$ cat config.mk
export PLATFORM = sky130hd
export DESIGN_NAME = regfile_write_arbiter
export DESIGN_NICKNAME = d
export VERILOG_FILES = /design/src/rtl/regfile_arb_pkg.sv /design/src/rtl/rf_req_slot.sv /design/src/rtl/regfile_write_arbiter.sv
export SDC_FILE = /design/constraint.sdc
export NUM_CORES = 1
export LEC_CHECK = 0
export BUFFER_PORTS_ARGS = -buffer_cell sky130_fd_sc_hd__buf_2
export CORE_MARGIN = 3
export CORE_UTILIZATION = 40
export DETAILED_ROUTE_END_ITERATION = 10
export PLACE_DENSITY = 0.64
export SYNTH_ARGS = -nofsm -noshare
export SYNTH_HDL_FRONTEND = slang
export SYNTH_SLANG_ARGS = --single-unit
$ cat constraint.sdc
create_clock -name clk -period 3.29 [get_ports clk]
set_clock_uncertainty 0.05 [all_clocks]
set_input_delay 0.329 -clock clk [delete_from_list [all_inputs] [get_ports clk]]
set_output_delay 0.329 -clock clk [all_outputs]
set_load 0.01 [all_outputs]
$ cat src/rtl/regfile_arb_pkg.sv
// Shared definitions for the register-file write arbiter.
// Holds default widths, the writeback request record and the grant encodings.
package regfile_arb_pkg;

    localparam int M_DEFAULT = 32;  // write data width
    localparam int A_DEFAULT = 4;   // register address width (16 registers)

    typedef struct packed {
        logic [A_DEFAULT-1:0] addr;
        logic [M_DEFAULT-1:0] data;
    } wb_req_t;

    localparam logic [1:0] GNT_NONE = 2'b00;
    localparam logic [1:0] GNT_0    = 2'b01;
    localparam logic [1:0] GNT_1    = 2'b10;

endpackage

$ cat src/rtl/rf_req_slot.sv
// One-entry writeback holding slot with valid/ready handshake.
// Ports:
//   clk, reset      clock, asynchronous active-low reset
//   v, a, d         requester valid, destination register, write data
//   gnt             this slot is driving the write port this cycle
//   rdy             slot can accept this cycle (empty, or draining now)
//   acc             handshake taken on the coming edge
//   pend, addr, data  held request
module rf_req_slot #(
    parameter int M = 32,
    parameter int A = 4
) (
    input  logic         clk,
    input  logic         reset,
    input  logic         v,
    input  logic [A-1:0] a,
    input  logic [M-1:0] d,
    input  logic         gnt,
    output logic         rdy,
    output logic         acc,
    output logic         pend,
    output logic [A-1:0] addr,
    output logic [M-1:0] data
);

    // A draining slot may be refilled on the same edge for full throughput.
    assign rdy = !pend || gnt;
    assign acc = v && rdy;

    always_ff @(posedge clk or negedge reset) begin
        if (!reset) begin
            pend <= 1'b0;
            addr <= '0;
            data <= '0;
        end else if (acc) begin
            pend <= 1'b1;
            addr <= a;
            data <= d;
        end else if (gnt) begin
            pend <= 1'b0;
        end
    end

endmodule

$ cat src/rtl/regfile_write_arbiter.sv
// Shares the single register-file write port between the ALU writeback
// (slot 0) and the memory-load writeback (slot 1). The older pending slot is
// granted; same-edge arrivals are ordered by a round-robin pointer.
// Ports:
//   clk, reset          clock, asynchronous active-low reset
//   V0/A0/D0, RDY0      slot 0 request and ready
//   V1/A1/D1, RDY1      slot 1 request and ready
//   WE/WA/WD            register-file write port
//   GNT                 one-hot granted slot
// Optional (REGFILE_ARB_BYPASS_EN defined):
//   RA                  decode read address
//   BYP_HIT, BYP_DATA   pending write to RA exists / youngest such data
module regfile_write_arbiter
    import regfile_arb_pkg::*;
#(
    parameter int M = M_DEFAULT,
    parameter int A = A_DEFAULT
) (
    input  logic         clk,
    input  logic         reset,
    input  logic         V0,
    input  logic [A-1:0] A0,
    input  logic [M-1:0] D0,
    output logic         RDY0,
    input  logic         V1,
    input  logic [A-1:0] A1,
    input  logic [M-1:0] D1,
    output logic         RDY1,
    output logic         WE,
    output logic [A-1:0] WA,
    output logic [M-1:0] WD,
    output logic [1:0]   GNT
`ifdef REGFILE_ARB_BYPASS_EN
    ,
    input  logic [A-1:0] RA,
    output logic         BYP_HIT,
    output logic [M-1:0] BYP_DATA
`endif
);

    logic         pend0, pend1;
    logic         acc0, acc1;
    logic [A-1:0] addr0, addr1;
    logic [M-1:0] data0, data1;
    logic         old;  // 1: slot 1 holds the older write
    logic         rr;   // slot favoured when both arrive on one edge

    rf_req_slot #(.M(M), .A(A)) u_slot0 (
        .clk(clk), .reset(reset), .v(V0), .a(A0), .d(D0), .gnt(GNT[0]),
        .rdy(RDY0), .acc(acc0), .pend(pend0), .addr(addr0), .data(data0)
    );

    rf_req_slot #(.M(M), .A(A)) u_slot1 (
        .clk(clk), .reset(reset), .v(V1), .a(A1), .d(D1), .gnt(GNT[1]),
        .rdy(RDY1), .acc(acc1), .pend(pend1), .addr(addr1), .data(data1)
    );

    always_comb begin
        GNT = GNT_NONE;
        if (pend0 && pend1) begin
            GNT = old ? GNT_1 : GNT_0;
        end else if (pend0) begin
            GNT = GNT_0;
        end else if (pend1) begin
            GNT = GNT_1;
        end
    end

    assign WE = |GNT;

    always_comb begin
        WA = '0;
        WD = '0;
        if (GNT == GNT_0) begin
            WA = addr0;
            WD = data0;
        end else if (GNT == GNT_1) begin
            WA = addr1;
            WD = data1;
        end
    end

    // Age tracking: a slot that stays pending across an edge on which the
    // other slot is (re)filled is the older one. Simultaneous fills take
    // their order from rr, which then flips so ties alternate.
    always_ff @(posedge clk or negedge reset) begin
        if (!reset) begin
            old <= 1'b0;
            rr  <= 1'b0;
        end else if (acc0 && acc1) begin
            old <= rr;
            rr  <= ~rr;
        end else if (acc0 && pend1 && !GNT[1]) begin
            old <= 1'b1;
        end else if (acc1 && pend0 && !GNT[0]) begin
            old <= 1'b0;
        end
    end

`ifdef REGFILE_ARB_BYPASS_EN
    logic hit0, hit1;

    assign hit0    = pend0 && (addr0 == RA);
    assign hit1    = pend1 && (addr1 == RA);
    assign BYP_HIT = hit0 || hit1;

    // When both slots match, the younger one carries the value that will win.
    always_comb begin
        BYP_DATA = '0;
        if (hit0 && hit1) begin
            BYP_DATA = old ? data0 : data1;
        end else if (hit0) begin
            BYP_DATA = data0;
        end else if (hit1) begin
            BYP_DATA = data1;
        end
    end
`endif

endmodule

; ---- Word-level counts from Yosys, hierarchy flattened
; Cells that the tools add are included.
[classes]
n_addsub = 0
n_lt_le_gt_ge = 0
n_mux = 15
eq_ne = 2
reduce_logical = 18
shift = 0
bitwise = 1
n_div = 0
n_mul = 0
[op_table]
columns = operator, count
row1 = 32-bit 2-to-1 mux, 2
row2 = 1-bit logical AND, 8
row3 = 2-bit 2-to-1 mux, 4
row4 = 4-bit 2-to-1 mux, 2
row5 = 1-bit 2-to-1 mux, 7
row6 = 1-bit zero test, 4
row7 = 2-bit nonzero test, 2
row8 = 3-bit nonzero test, 1
row9 = "2-bit by 1-bit equality test with 1-bit output, second input constant", 1
row10 = "2-bit equality test, second input constant", 1
row11 = 1-bit logical OR, 2
row12 = 2-bit OR reduction, 1
row13 = 1-bit NOT, 1
[totals]
register_bits = 76
word_cells = 44
mem_bits_rw = 0
latch_bits = 0
memories = 0
inputBits = 76
output_inout_bits = 41
romBits = 0

; ---- Longest topological paths before layout
; Gate-level depths: netlist of the first run.
[logic_depth]
ltp_word = 10
ltp_mapped = 4
ltp_nobuf = 3

; ---- By module
; From an unflattened synthesis of the first run, not the netlist that was laid out.
[hier_totals]
cells_unflattened = 215
hier_area_um2 = 3558.4
[modules_own_cells]
columns = mod, instances, cells_each, seq_area_each_um2, area_each_um2
row1 = rf_req_slot, 2, 80, 925.9, 1508.9
row2 = regfile_write_arbiter, 1, 55, 50.0, 540.5

; ---- Worst setup path before layout of the first run
; Ideal clock, no wire load.
[synth_timing]
path_type = flip-flop to output port
from = register u_slot0.pend
to = output WD[18]
required_time_ns = 2.911
stages_incl_launch_ff = 4
path_slack_ns = 1.737
n_path_buf = 1
arrival_time_ns = 1.174
cell_sequence = dfrtp_1 a21boi_4 buf_2 a22o_1
[synth_via]
elab_chain_cells = 5
elab_cells_between_ends = 7
classes_between = eq/ne: 2 / mux: 4 / reduce/logical: 1
[synth_lines]
columns = element, line
row1 = "start, declared", rf_req_slot.sv:21  ; output logic pend,
row2 = "start signal, assigned", rf_req_slot.sv:32  ; pend <= 1'b0;
row3 = "start signal, assigned", rf_req_slot.sv:36  ; pend <= 1'b1;
row4 = "start signal, assigned", rf_req_slot.sv:40  ; pend <= 1'b0;
row5 = 2-bit 2-to-1 mux or 1-bit logical AND (tied branches), "regfile_write_arbiter.sv:62, regfile_write_arbiter.sv:60"
row6 = 2-bit 2-to-1 mux *, regfile_write_arbiter.sv:60  ; if (pend0 && pend1) begin
row7 = net u_slot0.gnt, rf_req_slot.sv:18  ; input logic gnt,
row8 = 2-bit equality test, regfile_write_arbiter.sv:77  ; end else if (GNT == GNT_1) begin
row9 = 32-bit 2-to-1 mux, regfile_write_arbiter.sv:77
row10 = 32-bit 2-to-1 mux *, regfile_write_arbiter.sv:74  ; if (GNT == GNT_0) begin
row11 = "end, declared", regfile_write_arbiter.sv:31  ; output logic [M-1:0] WD,
; Mark *: on every way through the listed nets, which the timed path passes. The rest lies on a longest branch.

; ---- Worst setup path after layout of the first run
[layout_timing]
from = register old
to = output WD[24]
[layout_via]
elab_chain_cells = 5
elab_cells_between_ends = 6
classes_between = eq/ne: 2 / mux: 4
[layout_lines]
columns = element, line
row1 = "start, declared", regfile_write_arbiter.sv:45  ; logic old;
row2 = "start signal, assigned", regfile_write_arbiter.sv:91  ; old <= rr;
row3 = 2-bit 2-to-1 mux *, regfile_write_arbiter.sv:61  ; GNT = old ? GNT_1 : GNT_0;
row4 = 2-bit 2-to-1 mux *, regfile_write_arbiter.sv:60
row5 = 2-bit equality test, regfile_write_arbiter.sv:77
row6 = 32-bit 2-to-1 mux, regfile_write_arbiter.sv:77
row7 = 32-bit 2-to-1 mux *, regfile_write_arbiter.sv:74
; Mark *: on every way between the ends. The rest lies on a longest branch, timed or not.

==> results of run 1 <==
[cells in the mapped netlist, drive strengths merged (2+ instances only)]
| master | n | share of area [%] |
|---|---|---|
| dfrtp | 76 | 54 |
| mux2 | 72 | 27 |
| a22o | 36 | 9.0 |
| buf | 14 | 4.9 |
| nand2 | 5 | 1.2 |
| a21boi | 2 | 1.1 |
| inv | 2 | 0.21 |
| nand3 | 2 | 0.43 |
| o22ai | 2 | 0.36 |
[path summary, 6_finish.rpt]
kind                       slack (ns)                      endpoint  cells after the start                startpoint
setup / recovery                 0.80                        WD[24]                      5           old$_DFFE_PN0P_
hold / removal                   0.07   u_slot0.data[7]$_DFFE_PN0P_                      1                     reset
setup reg to reg                 1.51   u_slot0.data[8]$_DFFE_PN0P_                      3  u_slot0.pend$_DFFE_PN0P_
hold reg to reg                  0.44                rr$_DFFE_PN0P_                      1            rr$_DFFE_PN0P_
max in group asynchronous        2.48  u_slot1.data[24]$_DFFE_PN0P_                      1                     reset
min in group clk                 0.17   u_slot0.data[9]$_DFFE_PN0P_                      2                     D0[9]
[registers in the layout, indices dropped and copies added, names as in the netlist]
signal        count
u_slot0.addr      4
u_slot1.addr      4
rr                1
u_slot0.pend      1
u_slot1.data     32
old               1
u_slot1.pend      1
u_slot0.data     32
[layer usage]
metal	share of wire (%)	vias to the layer above	global-route usage, %	wire, um
met1	46	1083	21.9	3390
met3	6.8	5	5.19	499
met5	0	-	0	0
met2	46	82	23.8	3400
met4	0.51	0	2.84	37
li1	-	1030	-	-
[metrics by stage]
stage               util, %  cell area (um^2)  hold WS (ns)  setup slack (ns)  std cells
finish                 51.0              4270        0.0722             0.797        441
global route           51.0              4270         0.149             0.624        441
CTS                    51.0              4270         0.120             0.729        441
detailed placement     48.6              4070         0.420              1.14        425
global placement       48.6              4070         0.425              1.16        425
floorplan                 -              3510       -0.0166              1.74        216
[cells in the final DEF (no fill, tap or decap), drive strengths merged]
| master | Yosys | final |
|---|---|---|
| clkbuf | 0 | 12 |
| clkinvlp | 0 | 1 |
| xnor2 | 1 | 1 |
| buf | 14 | 118 |
| inv | 2 | 2 |
| nand2 | 5 | 5 |
| or2b | 1 | 1 |
| mux2 | 72 | 72 |
| a21oi | 1 | 1 |
| or2 | 1 | 1 |
| nand3b | 1 | 1 |
| dfrtp | 76 | 76 |
| bufinv | 0 | 1 |
| a21boi | 2 | 2 |
| o22ai | 2 | 2 |
| a22o | 36 | 36 |
| clkinv | 0 | 2 |
| nand3 | 2 | 2 |
[power groups by stage]
stage | combinational (mW) | clock [mW] | sequential (mW)
final | 1.18 | 0.712 | 1.33
after global routing | 1.29 | 0.783 | 1.37
after CTS | 1.20 | 0.750 | 1.33
after detailed placement | 1.20 | 0 | 1.34
after global placement | 1.18 | 0 | 1.34
after floorplan | 0.905 | 0 | 1.30
[kinds of logic after synthesis]
| group | count (synthesis) | share of synthesized area [%] |
|---|---|---|
| flops | 76 | 54.1 |
| mux | 72 | 27.4 |
| compound gates | 41 | 10.5 |
| buf+inv | 16 | 5.13 |
| simple gates | 10 | 2.60 |
| xor+xnor | 1 | 0.249 |
[final cells by class]
type | instances | area (um^2) | area share [%]
Timing Repair Buffer | 118 | 598 | 14.0
Clock inverter | 4 | 47.5 | 1.11
Clock buffer | 12 | 155 | 3.63
Tap cell | 105 | 131 | 3.07
Multi-Input combinational cell | 124 | 1430 | 33.5
Sequential cell | 76 | 1900 | 44.5
Inverter | 2 | 7.51 | 0.176
==> flow_metrics.py, run 1 <==
metrics = {
    "layout": {
        "antenna_cells": 0,
        "fillers": 761,
        "layout.nets": 407,
        "drive_gt1_share_pct": 63.1,
        "syn2layout_area_growth_pct": 21.6,
    },
    "hold_path": {
        "hold_path.class": "primary input to asynchronous set/reset pin",
    },
    "drt": {
        "wl_um": 7320,
        "num_vias": 2200,
        "drt-pass1-iter-count": 4,
        "antenna_left": 0,
        "viasPerCell": 4.99,
        "drc_errors": 0,
        "drt-initial-drc-count": 50,
        "post_drt_wl_per_cell_um": 16.6,
    },
    "critical_path": {
        "slowest_stage": "dfrtp_1",
        "cp_cell_sequence": "inv_1 > a21boi_4 > buf_4 > a22o_1 > buf_2",
        "worstSetupPathType": "register to output pin",
        "arrival_ns": 2.11,
        "max_stage_delay_ns": 0.50,
        "worstPathBufferInverterCount": 3,
        "cp_top_family": "compound AO/OA/AOI/OAI gates",
        "required_ns": 2.91,
        "critPathMaxFanout": 19,
        "worst_setup_path_start_kind": "register",
        "cp-end-kind": "output pin",
    },
    "clock_network": {
        "hold_buffers": 0,
        "clockRootBuffer": "clkbuf_8",
        "clockBufferDepth": 2,
        "cts-buffers-inserted": 9,
        "cts_setup_buffers": 0,
        "path_clk_slew_ns": 0.08,
        "cts.sinks": 76,
        "clk_latency_ns": 0.33,
        "cts_tree": "done",
        "cts-htree-levels": 3,
        "ctsResizeCount": 0,
    },
    "synthesis": {
        "synth_edf_count": 0,
        "synth_top_flop_cell": "dfrtp_1",
        "synth_seq_cells": 76,
        "syn-mean-instance-area_um2": 16.3,
        "synth_fp_nets": 292,
        "syn-cell-area_um2": 3510,
        "ys_seq_area_share_pct": 54.1,
        "async_reset_ff_share_pct": 100,
        "synth_cells": 216,
        "synth_cell_type_count": 20,
        "ys.warnings.count": 0,
    },
    "floorplan": {
        "dieArea_um2": 9940,
        "std_cell_rows": 33,
        "coreArea_um2": 8380,
        "start_util_pct": 41.9,
        "fp.dieH_um": 99.7,
        "die_x_um": 99.7,
        "ios": 117,
    },
    "global_route": {
        "grt_overflow_total": 0,
        "grt_pass1_wl_um": 12200,
        "grt_start_max_net_pins": 77,
        "antenna_found_initial": 0,
        "grtUsageTotal_pct": 15.6,
        "first_global_vias": 2427,
    },
    "placement": {
        "gp_congestion": 0.706,
        "port_buffers": 116,
        "dp_hpwl_um": 4950,
    },
    "pwr": {
        "power_frac_comb_pct": 36.6,
        "pwr-share-seq_pct": 41.3,
        "power_density_nw_per_um2": 754,
        "power_switching_mw": 1.00,
        "leakage_nw": 2.16,
        "swShare_pct": 31.1,
        "vdd_drop_max_mv": 0.393,
        "internal_power_mw": 2.22,
        "total_power_mw": 3.22,
        "clock_power_share_pct": 22.1,
    },
    "timing": {
        "setup_viol": 0,
        "hold_violations": 0,
        "finalCriticalPeriod_ns": 2.49,
        "slew_violations": 0,
        "tightestPinTransition_ns": 0.954,
        "relSlewSlack_pct": 36.4,
        "grt_setup_unrepaired": "false",
        "fin_tns_setup_ns": 0,
        "min_period_over_period_pct": 75.8,
        "fmax_mhz": 401,
    },
    "run": {
        "drv_cap": 0,
    },
    "status": {
        "outcome": "finished, final reports clean",
    },
}
(Power assumes the default switching activity.)
==> inputs of run 2 (changes only) <==
--- a/config.mk
+++ b/config.mk
@@ -5,6 +5,7 @@
 export SDC_FILE = /design/constraint.sdc
 export NUM_CORES = 1
 export LEC_CHECK = 0
+export ABC_AREA = 1
 export BUFFER_PORTS_ARGS = -buffer_cell sky130_fd_sc_hd__buf_2
 export CORE_MARGIN = 3
 export CORE_UTILIZATION = 40
==> constraint.sdc (replaced) <==
create_clock -name clk -period 2.6 [get_ports clk]
set_clock_uncertainty 0.05 [all_clocks]
set_input_delay 0.26 -clock clk [delete_from_list [all_inputs] [get_ports clk]]
set_output_delay 0.26 -clock clk [all_outputs]
set_load 0.01 [all_outputs]
==> run 2 against run 1 <==
The flow now finishes with violations (negative hold slack). Combinational power up 27%. First-iteration DRC count up 120%. Global-route usage up 4.0 points. Register-to-register slack worse by 0.83 ns. Via count up 48%. Critical path depth up 1. Sequential power up 27%. Clock power up 5.3%.
==> flow_metrics.py, run 2 <==
metrics = {
    "placement": {
        "post_dp_cell_area_um2": 4100,
        "dp_hpwl_um": 6030,
        "dp_slack_ns": 0.693,
        "port_buffers": 116,
        "gp_congestion": 0.760,
    },
    "critical_path": {
        "required_ns": 2.29,
        "r2r-start": "u_slot1.pend$_DFFE_PN0P_",
        "arrival_ns": 1.91,
        "cp-endpoint": "WD[1]",
        "rrSetupSlack_ns": 0.68,
        "worst_setup_path_start_kind": "register",
        "cp-startpoint": "u_slot1.pend$_DFFE_PN0P_",
        "critPathMaxFanout": 37,
        "cp-end-kind": "output pin",
        "ff2ff_path_depth": 6,
        "worstSetupPathType": "register to output pin",
        "reg2reg_to": "rr$_DFFE_PN0P_",
    },
    "timing": {
        "min_period_over_period_pct": 85.5,
        "fmax_mhz": 450,
        "tightestPinTransition_ns": 0.944,
        "setup_viol": 0,
        "timing.hold.ws_ns": -0.00164,
        "relSlewSlack_pct": 37.1,
        "slew_violations": 0,
        "finalCriticalPeriod_ns": 2.22,
        "hold_violations": 2,
        "setup_slack_ns": 0.377,
        "grt_setup_unrepaired": "false",
        "fin_tns_setup_ns": 0,
    },
    "synthesis": {
        "synth_seq_cells": 76,
        "ys_seq_area_share_pct": 54.3,
        "async_reset_ff_share_pct": 100,
        "synth_cell_type_count": 16,
        "ys.warnings.count": 0,
        "synth_top_area_cell": "dfrtp_1",
        "synthTopCellsByArea": "dfrtp_1, nand2_1, nand3_1",
        "synth_top_flop_cell": "dfrtp_1",
        "yosys-top-cells-count": "nand2_1, dfrtp_1, nand3_1",
        "synth_fp_nets": 534,
        "syn-cell-area_um2": 3500,
        "syn-mean-instance-area_um2": 7.65,
        "synth.most_common_cell": "nand2_1",
        "yosysTopAreaCellShare_pct": 54.3,
        "synth_edf_count": 0,
        "synth_cells": 458,
    },
    "layout": {
        "design_area_um2": 4250,
        "finish.utilization_pct": 50.8,
        "largest_registers": "u_slot0.data: 32 flops, u_slot1.data: 32 flops",
        "mostFrequentLayoutCells": "nand2_1, buf_2, dfrtp_1",
        "layout.nets": 637,
        "fillers": 871,
        "antenna_cells": 0,
        "drive_gt1_share_pct": 25.1,
        "syn2layout_area_growth_pct": 21.4,
        "mostFrequentLayoutCell": "nand2_1",
    },
    "global_route": {
        "gr-usage-met3_pct": 4.84,
        "grt_pass1_wl_um": 15400,
        "grt_start_max_net_pins": 77,
        "use_met2_pct": 30.4,
        "met1_usage_pct": 27.0,
        "antenna_found_initial": 0,
        "busiest_layer": "met2",
        "grt_overflow_total": 0,
        "grtUsageTotal_pct": 19.6,
        "first_global_vias": 3228,
    },
    "clock_network": {
        "hold_buffers": 0,
        "cts-htree-levels": 3,
        "cts_setup_buffers": 0,
        "path_clk_slew_ns": 0.08,
        "cts.sinks": 76,
        "clk_latency_ns": 0.34,
        "ctsResizeCount": 0,
        "clockBufferDepth": 2,
        "clockRootBuffer": "clkbuf_8",
        "cts_tree": "done",
        "cts-buffers-inserted": 9,
    },
    "drt": {
        "drt-pass1-iter-count": 5,
        "post_drt_wl_per_cell_um": 13.8,
        "viasPerCell": 4.86,
        "drc_errors": 0,
        "antenna_left": 0,
        "drt-initial-drc-count": 110,
        "num_vias": 3256,
        "wl_um": 9220,
    },
    "floorplan": {
        "start_util_pct": 41.8,
        "ios": 117,
        "std_cell_rows": 33,
        "dieArea_um2": 9920,
        "fp.dieH_um": 99.6,
        "coreArea_um2": 8380,
        "die_x_um": 99.6,
    },
    "status": {
        "outcome": "finished with violations",
        "violations": "negative hold slack",
    },
    "pwr": {
        "vdd_drop_max_mv": 0.355,
        "total_power_mw": 3.94,
        "leakage_nw": 2.52,
        "power_switching_mw": 1.57,
        "swShare_pct": 39.8,
        "internal_power_mw": 2.37,
        "power_density_nw_per_um2": 927,
        "pwr-share-seq_pct": 42.9,
        "clock_power_share_pct": 19.0,
        "power_frac_comb_pct": 38.1,
    },
    "run": {
        "drv_cap": 0,
    },
    "hold_path": {
        "hold_path.class": "primary input to asynchronous set/reset pin",
    },
}
[run 2: cell type report]
| type | count | area (um^2) | share of cell area, % |
|---|---|---|---|
| Sequential cell | 76 | 1900 | 44.7 |
| Multi-Input combinational cell | 344 | 1410 | 33.0 |
| Timing Repair Buffer | 124 | 643 | 15.1 |
| Clock buffer | 12 | 135 | 3.18 |
| Tap cell | 105 | 131 | 3.09 |
| Inverter | 6 | 22.5 | 0.529 |
| Clock inverter | 3 | 15.0 | 0.353 |
[run 2: through the flow]
stage | instances | hold WS (ns)
floorplan | 458 | -0.0856
global placement | 655 | 0.403
detailed placement | 655 | 0.409
CTS | 670 | 0.0517
global route | 670 | 0.0860
finish | 670 | -0.00164
[run 2: power groups by stage]
stage	Clock (mW)	Combinational [mW]	Sequential, mW
6_report	0.750	1.50	1.69
5_1_grt	0.825	1.72	1.74
4_1_cts	0.775	1.53	1.69
3_5_place_dp	0	1.53	1.71
3_3_place_gp	0	1.51	1.70
2_1_floorplan	0	1.02	1.67
[run 2: critical path, stage by stage (launching register included)]
cell and delay [ns]:
dfrtp_1 0.46, nand2_1 0.10, nand2_1 0.09, inv_2 0.53
nand2_1 0.14, nand2_1 0.11, buf_2 0.13
[run 2: cells by family after synthesis]
group,Yosys count,share of synthesized area [%]
DFF,76,54.3
buffers and inverters,38,5.64
and+or+nand+nor,340,39.4
AOI/OAI and AO/OA,4,0.678
[run 2: worst min path at each step]
stage,slack [ns],cells after the start,endpoint
after floorplan,-0.09,0,old$_DFFE_PN0P_
after global placement,0.40,2,u_slot0.data[14]$_DFFE_PN0P_
after detailed placement,0.41,2,u_slot1.data[2]$_DFFE_PN0P_
after CTS,0.05,1,u_slot1.data[4]$_DFFE_PN0P_
after global routing,0.09,1,u_slot1.data[7]$_DFFE_PN0P_
final,-0.002,1,u_slot1.data[7]$_DFFE_PN0P_
[run 2: routing by layer]
| metal | vias up | share of wire, % |
|---|---|---|
| li1 | 1634 | - |
| met3 | 11 | 6.6 |
| met2 | 107 | 46 |
| met1 | 1504 | 46 |
| met5 | - | 0 |
| met4 | 0 | 1.3 |
==> inputs of run 3 (changes only) <==
--- a/config.mk
+++ b/config.mk
@@ -6,11 +6,11 @@
 export NUM_CORES = 1
 export LEC_CHECK = 0
 export ABC_AREA = 1
-export BUFFER_PORTS_ARGS = -buffer_cell sky130_fd_sc_hd__buf_2
 export CORE_MARGIN = 3
 export CORE_UTILIZATION = 40
 export DETAILED_ROUTE_END_ITERATION = 10
-export PLACE_DENSITY = 0.64
+export DONT_BUFFER_PORTS = 1
+export PLACE_DENSITY = 0.52
 export SYNTH_ARGS = -nofsm -noshare
 export SYNTH_HDL_FRONTEND = slang
 export SYNTH_SLANG_ARGS = --single-unit
==> run 3 against run 2 <==
The run now ends clean. Critical path depth is 1 lower. Combinational power is 16% lower. Utilization is 2.1 points lower. Final cell count is 12% lower. Die area stayed put. Count of clock-buffer cells in the layout is 1 higher. Worst setup slack better by 0.11 ns. Global-route usage is 0.46 points higher. Non-clock buffer count is 79 lower. Maximum frequency is 5.0% higher. Worst hold slack better by 0.018 ns. First-iteration DRC count is 9.1% lower.
==> flow_metrics.py, run 3 (same netlist as run 2, synthesis figures left out) <==
metrics = {
    "timing": {
        "fin_tns_setup_ns": 0,
        "relSlewSlack_pct": 51.8,
        "fmax_mhz": 473,
        "finalCriticalPeriod_ns": 2.12,
        "slew_violations": 0,
        "hold_violations": 0,
        "tightestPinTransition_ns": 0.721,
        "grt_setup_unrepaired": "false",
        "min_period_over_period_pct": 81.4,
        "setup_slack_ns": 0.484,
        "timing.hold.ws_ns": 0.0166,
        "setup_viol": 0,
    },
    "layout": {
        "multi_input_area_um2": 1410,
        "design_area_um2": 4080,
        "mostFrequentLayoutCells": "nand2_1, dfrtp_1, nand3_1",
        "regArea_um2": 1900,
        "fillers": 862,
        "largest_registers": "u_slot0.data: 32 flops, u_slot1.data: 32 flops",
        "mostFrequentLayoutCell": "nand2_1",
        "finalNonFillerCells": 591,
        "layout.nets": 558,
        "antenna_cells": 0,
        "syn2layout_area_growth_pct": 16.4,
        "drive_gt1_share_pct": 5.56,
    },
    "drt": {
        "num_vias": 3028,
        "wl_um": 9490,
        "viasPerCell": 5.12,
        "drc_errors": 0,
        "post_drt_wl_per_cell_um": 16.1,
        "antenna_left": 0,
        "drt-pass1-iter-count": 4,
        "drt-initial-drc-count": 100,
    },
    "clock_network": {
        "cts_setup_buffers": 0,
        "cts-buffers-inserted": 9,
        "ctsResizeCount": 0,
        "clockRootBuffer": "clkbuf_8",
        "cts.sinks": 76,
        "path_clk_slew_ns": 0.07,
        "clk_latency_ns": 0.33,
        "cts-htree-levels": 3,
        "clockBufferDepth": 2,
        "cts_tree": "done",
        "hold_buffers": 30,
    },
    "critical_path": {
        "ff2ff_path_depth": 6,
        "r2r-start": "old$_DFFE_PN0P_",
        "arrival_ns": 1.81,
        "slowest_stage": "inv_2",
        "path_common_cell": "nand2_1",
        "worstSetupPathType": "register to output pin",
        "required_ns": 2.29,
        "cp-startpoint": "u_slot0.pend$_DFFE_PN0P_",
        "cp-end-kind": "output pin",
        "rrSetupSlack_ns": 0.49,
        "worst-path-stages": 5,
        "critPathMaxFanout": 37,
        "worstPathBufferInverterCount": 2,
        "cp_top_family": "buffers and inverters",
        "reg2reg_to": "u_slot1.addr[3]$_DFFE_PN0P_",
        "worst_setup_path_start_kind": "register",
        "max_stage_delay_ns": 0.54,
        "cp_cell_sequence": "inv_1 > o21ai_2 > inv_2 > nand2_1 > nand2_1",
        "cp-endpoint": "WD[12]",
    },
    "placement": {
        "dp_hpwl_um": 5720,
        "post_dp_cell_area_um2": 3510,
        "post-place-cells": 538,
        "port_buffers": 0,
        "dp_slack_ns": 0.791,
        "gp_congestion": 0.794,
    },
    "run": {
        "drv_cap": 0,
    },
    "status": {
        "outcome": "finished, final reports clean",
    },
    "pwr": {
        "vdd_drop_max_mv": 0.401,
        "power_density_nw_per_um2": 919,
        "leakage_nw": 2.21,
    },
    "global_route": {
        "antenna_found_initial": 0,
        "grtUsageTotal_pct": 20.0,
        "grt_start_max_net_pins": 77,
        "first_global_vias": 3033,
        "grt_overflow_total": 0,
        "grt_pass1_wl_um": 15600,
    },
    "hold_path": {
        "whs_path_depth": 2,
        "hold_path.class": "primary input to register",
    },
    "floorplan": {
        "die_x_um": 99.6,
        "start_util_pct": 41.8,
        "dieArea_um2": 9920,
        "coreArea_um2": 8380,
        "ios": 117,
        "fp.dieH_um": 99.6,
        "std_cell_rows": 33,
    },
}
==> run 3: cell types whose count changed in the layout (fill, tap and decap cells not counted), sizes merged <==
cell,change
buf,-116
clkbuf,+1
dlygate4sd3,+37
clkinv,-1
==> run 3: worst min-delay path by stage <==
stage            from                           end  slack (ns)
2_1_floorplan   reset               old$_DFFE_PN0P_       -0.09
3_3_place_gp    reset   u_slot1.data[3]$_DFFE_PN0P_       -0.08
3_5_place_dp    reset   u_slot1.data[3]$_DFFE_PN0P_       -0.08
4_1_cts        D1[31]  u_slot1.data[31]$_DFFE_PN0P_      0.0001
5_1_grt            V1   u_slot1.addr[2]$_DFFE_PN0P_      -0.008
6_report           V1   u_slot1.data[3]$_DFFE_PN0P_        0.02
==> run 3: per-stage QoR <==
step / util, % / power, mW
detailed placement: 41.9 / 2.93
CTS: 47.7 / 3.80
global route: 48.7 / 4.08
global placement: 41.9 / 2.90
finish: 48.7 / 3.75
floorplan: - / 2.68
==> run 3: layout make-up <==
cell class | instances | share of cell area (%)
flip-flops and latches | 76 | 46.6
inverters | 6 | 0.552
multi-input cells | 344 | 34.4
clock inverters | 2 | 0.245
clock buffers | 13 | 3.89
repair buffers | 45 | 11.0
well taps | 105 | 3.22
==> run 3: worst register-to-register path: stages, from the launching register on <==
cell and delay [ns]:
dfrtp_1 0.44, inv_2 0.09, nand3_2 0.33, buf_4 0.40, nand3_1 0.11, dlygate4sd3_1 0.54, nand2_1 0.06
==> run 3: power breakdown <==
group	internal, mW	switching, mW
clock	0.392	0.403
combinational	0.365	0.897
sequential	1.50	0.189
total	2.26	1.49
==> run 3: layer usage <==
metal / GRT usage, % / wire length [um]
met5: 0 / 0
met4: 5.88 / 96
met2: 31.8 / 4420
met3: 6.45 / 688
met1: 26.3 / 4290
